`config.mk`:
```
export PLATFORM = sky130hd
export DESIGN_NAME = fold_sample_feeder
export DESIGN_NICKNAME = d
export VERILOG_FILES = /design/src/rtl/fold_pkg.sv /design/src/rtl/sync_fifo.sv /design/src/rtl/fold_sample_feeder.sv
export SDC_FILE = /design/constraint.sdc
export NUM_CORES = 1
export LEC_CHECK = 0
export BUFFER_PORTS_ARGS = -buffer_cell sky130_fd_sc_hd__buf_2
export CAP_MARGIN = 10
export CORE_UTILIZATION = 46
export DETAILED_ROUTE_END_ITERATION = 8
export GPL_ROUTABILITY_DRIVEN = 0
export PLACE_DENSITY = 0.76
export SLEW_MARGIN = 20
export SYNTH_ARGS = -nofsm -noshare
export SYNTH_HDL_FRONTEND = slang
export SYNTH_HIERARCHICAL = 1
export SYNTH_SLANG_ARGS = --single-unit
```
`constraint.sdc`:
```
create_clock -name clk -period 2.3 [get_ports clk]
set_input_delay 0.46 -clock clk [delete_from_list [all_inputs] [get_ports clk]]
set_output_delay 0.46 -clock clk [all_outputs]
set_load 0.01 [all_outputs]
```
`src/rtl/fold_pkg.sv`:
```
// Shared definitions for the folded 5-tap FIR front end.
//   DEF_WIDTH / DEF_FOLD / DEF_DEPTH : default sample width, folding factor, FIFO depth
//   PHASE_W                          : width of the fold phase for the default FOLD
//   sample_t                         : signed sample type at the default width
//   M1..M5                           : filter coefficients shared with the datapath
package fold_pkg;
   localparam int DEF_WIDTH = 8;
   localparam int DEF_FOLD  = 2;
   localparam int DEF_DEPTH = 4;
   localparam int PHASE_W   = $clog2(DEF_FOLD);

   typedef logic signed [DEF_WIDTH-1:0] sample_t;

   localparam sample_t M1 = -8'sd64;
   localparam sample_t M2 =  8'sd127;
   localparam sample_t M3 =  8'sd126;
   localparam sample_t M4 = -8'sd127;
   localparam sample_t M5 = -8'sd126;
endpackage

```
`src/rtl/sync_fifo.sv`:
```
// Single-clock FIFO with a combinational head read.
//   clk, rst_n  : clock, async active-low reset (clears pointers and count)
//   push, wdata : write wdata when push and not full
//   pop         : drop the head when pop and not empty
//   rdata       : current head entry
//   count       : number of stored entries, 0..DEPTH
//   full, empty : count == DEPTH / count == 0
module sync_fifo #(
   parameter int WIDTH = 8,
   parameter int DEPTH = 4
) (
   input  logic                       clk,
   input  logic                       rst_n,
   input  logic                       push,
   input  logic                       pop,
   input  logic [WIDTH-1:0]           wdata,
   output logic [WIDTH-1:0]           rdata,
   output logic [$clog2(DEPTH):0]     count,
   output logic                       full,
   output logic                       empty
);
   localparam int AW = $clog2(DEPTH);
   localparam int CW = AW + 1;

   logic [WIDTH-1:0] mem [DEPTH];
   logic [AW-1:0]    wr_ptr;
   logic [AW-1:0]    rd_ptr;
   logic             do_push;
   logic             do_pop;

   assign full    = (count == CW'(DEPTH));
   assign empty   = (count == '0);
   assign do_push = push && !full;
   assign do_pop  = pop && !empty;
   assign rdata   = mem[rd_ptr];

   // Storage is not reset; an empty count makes stale entries unreachable.
   always_ff @(posedge clk) begin
      if (do_push) mem[wr_ptr] <= wdata;
   end

   // DEPTH is a power of two, so pointer overflow is the modulo wrap.
   always_ff @(posedge clk or negedge rst_n) begin
      if (!rst_n) begin
         wr_ptr <= '0;
         rd_ptr <= '0;
         count  <= '0;
      end else begin
         if (do_push) wr_ptr <= wr_ptr + AW'(1);
         if (do_pop)  rd_ptr <= rd_ptr + AW'(1);
         case ({do_push, do_pop})
            2'b10:   count <= count + CW'(1);
            2'b01:   count <= count - CW'(1);
            default: count <= count;
         endcase
      end
   end
endmodule

```
`src/rtl/fold_sample_feeder.sv`:
```
// Input stage for the folded FIR: buffers samples and presents each one for
// FOLD cycles, inserting counted zero bubbles when the buffer runs dry.
//   clk, rst_n          : clock, async active-low reset
//   in_data, in_valid   : upstream sample and its valid
//   in_ready            : buffer has room (combinational from registered state)
//   out_sample          : sample for the current slot, 0 for a bubble
//   out_valid           : out_sample is a real sample
//   out_phase           : fold phase 0..FOLD-1
//   underflow_cnt       : bubble slots seen, saturating at 255
module fold_sample_feeder
   import fold_pkg::*;
#(
   parameter int WIDTH = DEF_WIDTH,
   parameter int FOLD  = DEF_FOLD,
   parameter int DEPTH = DEF_DEPTH
) (
   input  logic                    clk,
   input  logic                    rst_n,
   input  logic [WIDTH-1:0]        in_data,
   input  logic                    in_valid,
   output logic                    in_ready,
   output logic [WIDTH-1:0]        out_sample,
   output logic                    out_valid,
   output logic [$clog2(FOLD)-1:0] out_phase,
   output logic [7:0]              underflow_cnt
);
   localparam int PW = $clog2(FOLD);
   localparam int CW = $clog2(DEPTH) + 1;

   logic [PW-1:0]    phase_q;
   logic             slot_end;
   logic             push;
   logic             pop;
   logic [WIDTH-1:0] head;
   logic [CW-1:0]    fifo_count;
   logic             fifo_full;
   logic             fifo_empty;

   assign slot_end  = (phase_q == PW'(FOLD - 1));
   assign in_ready  = rst_n && !fifo_full;
   assign push      = in_valid && in_ready;
   // The head is sampled before this edge's push lands, so a sample pushed
   // on a boundary edge waits for the next slot.
   assign pop       = slot_end && !fifo_empty;
   assign out_phase = phase_q;

   sync_fifo #(
      .WIDTH (WIDTH),
      .DEPTH (DEPTH)
   ) u_fifo (
      .clk   (clk),
      .rst_n (rst_n),
      .push  (push),
      .pop   (pop),
      .wdata (in_data),
      .rdata (head),
      .count (fifo_count),
      .full  (fifo_full),
      .empty (fifo_empty)
   );

   always_ff @(posedge clk or negedge rst_n) begin
      if (!rst_n) begin
         phase_q <= '0;
      end else if (slot_end) begin
         phase_q <= '0;
      end else begin
         phase_q <= phase_q + PW'(1);
      end
   end

   always_ff @(posedge clk or negedge rst_n) begin
      if (!rst_n) begin
         out_sample    <= '0;
         out_valid     <= 1'b0;
         underflow_cnt <= '0;
      end else if (slot_end) begin
         if (pop) begin
            out_sample <= head;
            out_valid  <= 1'b1;
         end else begin
            out_sample <= '0;
            out_valid  <= 1'b0;
            if (fifo_count == '0 && underflow_cnt != 8'hFF)
               underflow_cnt <= underflow_cnt + 8'd1;
         end
      end
   end
endmodule

```
==> results.yml <==
cells_and_area:
  final_cell_mix: "edfxtp_1, buf_2, dfrtp_1"
  final_common_cell: "edfxtp_1"
  finalNonFillerCells: 260
  fin_nets: 206
  n_antenna_cell: 0
  fill_cells: 390
  final_cell_area_sq_um: 2882
  multi_input_area_sq_um: 752.0
  drive_above_1_share_pct: 39.90
  syn_to_final_growth_pct: 21.15
  area.sequential_sq_um: 1590
power:
  peakVddDrop_mv: 0.6166
  power_density_nw_per_um2: 1224
  p_leak_nw: 1.213
  power_mw: 3.527
global_routing:
  grt_usage_pct: 17.15
  grt_pass1_vias: 1387
  antenna_found_initial: 0
  grt_pass1_wl_um: 6403
  gr-total-overflow: 0
  grt_start_max_net_pins: 26
synth:
  yosys_warnings: 6
  synth_edf_count: 32
  yosys.area.top_type: "edfxtp_1"
  synthCells: 141
  syn_area_sq_um: 2379
  synth_nets: 159
  synth.area.top_cells: "edfxtp_1, dfrtp_1, mux4_2, ha_1, a22o_1"
  async_flop_share_pct: 43.86
  synth-main-ff-cell: "edfxtp_1"
  yosys_register_bits: 57
  synth.distinct_cells: 35
  synth_top_area_share_pct: 40.40
  avgSynthCellArea_sq_um: 16.87
  yosysSeqAreaShare_pct: 66.70
sta:
  finClkSkew_ps: 10.32
  max_slew_margin_pct: 58.05
  report.final.slew_viol_count: 0
  setup_tns_ps: 0
  setup_viol_count_final: 0
  whs_ps: 126.0
  finalHoldViolCount: 0
  max_slew.worst_pin.slew_ps: 629.3
  fin_crit_sh_pct: 95.52
  finalCriticalPeriod_ps: 2197
  fmax_ghz: 0.4552
floorplanning:
  ioPinCount: 30
  die_y_um: 73.91
  start_util_pct: 49.06
  design.die.area_sq_um: 5462
  die_x_um: 73.91
  core_sq_um: 4848
  num_rows: 25
drt:
  vias: 1363
  routed_wl_um: 4107
  wl_per_cell_um: 15.80
  via_per_inst: 5.242
  drtPass1Iterations: 4
  drtIter0Drc: 89
  drc: 0
  drtAntennaViolNets: 0
critical_path:
  crit_fanout: 4
  max_stage_delay_ps: 440
  worst_path_dominant_cell_family: "simple AND/OR/NAND/NOR gates"
  worstPathRequired_ps: 2540
  crit_type: "register to register"
  crit_path_end_kind: "register"
  reg2regPathDepth: 11
  critPathBufInv: 2
  cp.depth: 11
  worstPathArrival_ps: 2440
  path_cells: "nor3b_4 -> nor2b_1 -> and2_1 -> nor2b_4 -> inv_1 -> ha_1 -> inv_1 -> fa_1 -> xor2_1 -> nor2_1 -> xor2_1"
  cp-start-kind: "register"
  crit_slowest_cell: "dfrtp_2"
flow_run:
  maxCapViolCount: 0
placed_design:
  place_hpwl_um: 2877
  dpl-instance-area_sq_um: 2658
  port_buffers: 29
  dp.cells: 242
cts:
  cts_root_buffer: "clkbuf_8"
  cts_buffers: 9
  clkLatencyLatePin_ps: 330
  cts_tree: "yes"
  h-tree-depth: 3
  cts.reportedPaths.clkPinSlew_ps: 70
  clockBufferDepth: 2
  ctsHoldBuffers: 0
  clock_sinks: 57
status:
  status: "finished clean"
worst_hold_path:
  hp-class: "input port to async pin"
flip-flops by register name, indices dropped and copies added (netlist names):
name           cells
u_fifo/mem        32
u_fifo/count       3
underflow_cnt      8
u_fifo/rd_ptr      2
out_phase          1
out_sample         8
out_valid          1
u_fifo/wr_ptr      2
metal layers:
layer | share of wire, % | up-vias | GRT usage [%]
li1 | - | 625 | -
met1 | 40 | 691 | 18.04
met2 | 54 | 36 | 29.90
met3 | 4.3 | 11 | 6.447
met4 | 2.1 | 0 | 8.761
met5 | 0 | - | 0
through the flow:
step	util [%]	setup WS [ps]
finish	59.43	103.1
global route	59.43	-21.63
detailed placement	54.81	20.74
floorplan	-	52.37
global placement	54.81	158.0
CTS	59.05	5.291
final timing paths:
kind	start	endpoint	slack (ps)
max	u_fifo/count[0]	u_fifo/count[2]	100
min	rst_n	underflow_cnt[5]	130
max reg2reg	u_fifo/count[0]	u_fifo/count[2]	100
min reg2reg	out_valid	out_valid	500
max in group asynchronous	rst_n	u_fifo/count[2]	1900
min in group clk	in_data[0]	u_fifo/mem[1][0]	350
kinds of logic (layout without fill, tap and decap cells):
family	after synthesis	in the layout	synth area share (%)
buf+inv	11	63	1.788
fa+ha+maj	7	7	3.998
compound gates	13	13	4.419
xor+xnor	9	9	3.314
mux	13	13	9.994
simple gates	31	31	9.784
flops	57	57	66.70
final cells by class:
cell class | count | area share (%)
flip-flops and latches | 57 | 55.19
multi-input cells | 73 | 26.10
repair buffers | 39 | 7.642
clock buffers | 15 | 6.861
well taps | 67 | 2.909
inverters | 8 | 1.042
clock inverters | 1 | 0.2605
what timing repair did:
item                                    in CTS  in global routing
pin swaps                                    1                  1
gates resized for setup                      0                  3
setup buffers                                0                  2
endpoints found under the setup margin       1                  1
cell usage after synthesis, types with 2 or more instances:
cell / instances
and2_2: 4
and3_1: 2
inv_1: 8
nand4_1: 2
a22o_1: 8
mux4_2: 8
ha_1: 6
and4_1: 3
xnor2_1: 6
edfxtp_1: 32
xor2_1: 3
mux2i_1: 2
nand3_1: 5
clkbuf_1: 2
dfrtp_1: 25
nand2_1: 2
mux2_1: 2
nor2_1: 4
power breakdown:
group / switching, mW / leakage, nW / internal (mW) / total, mW
Sequential: 0.232 / 0.594 / 1.33 / 1.56
Combinational: 0.483 / 0.518 / 0.577 / 1.06
Clock: 0.364 / 0.101 / 0.546 / 0.910
(Power assumes the default switching activity.)
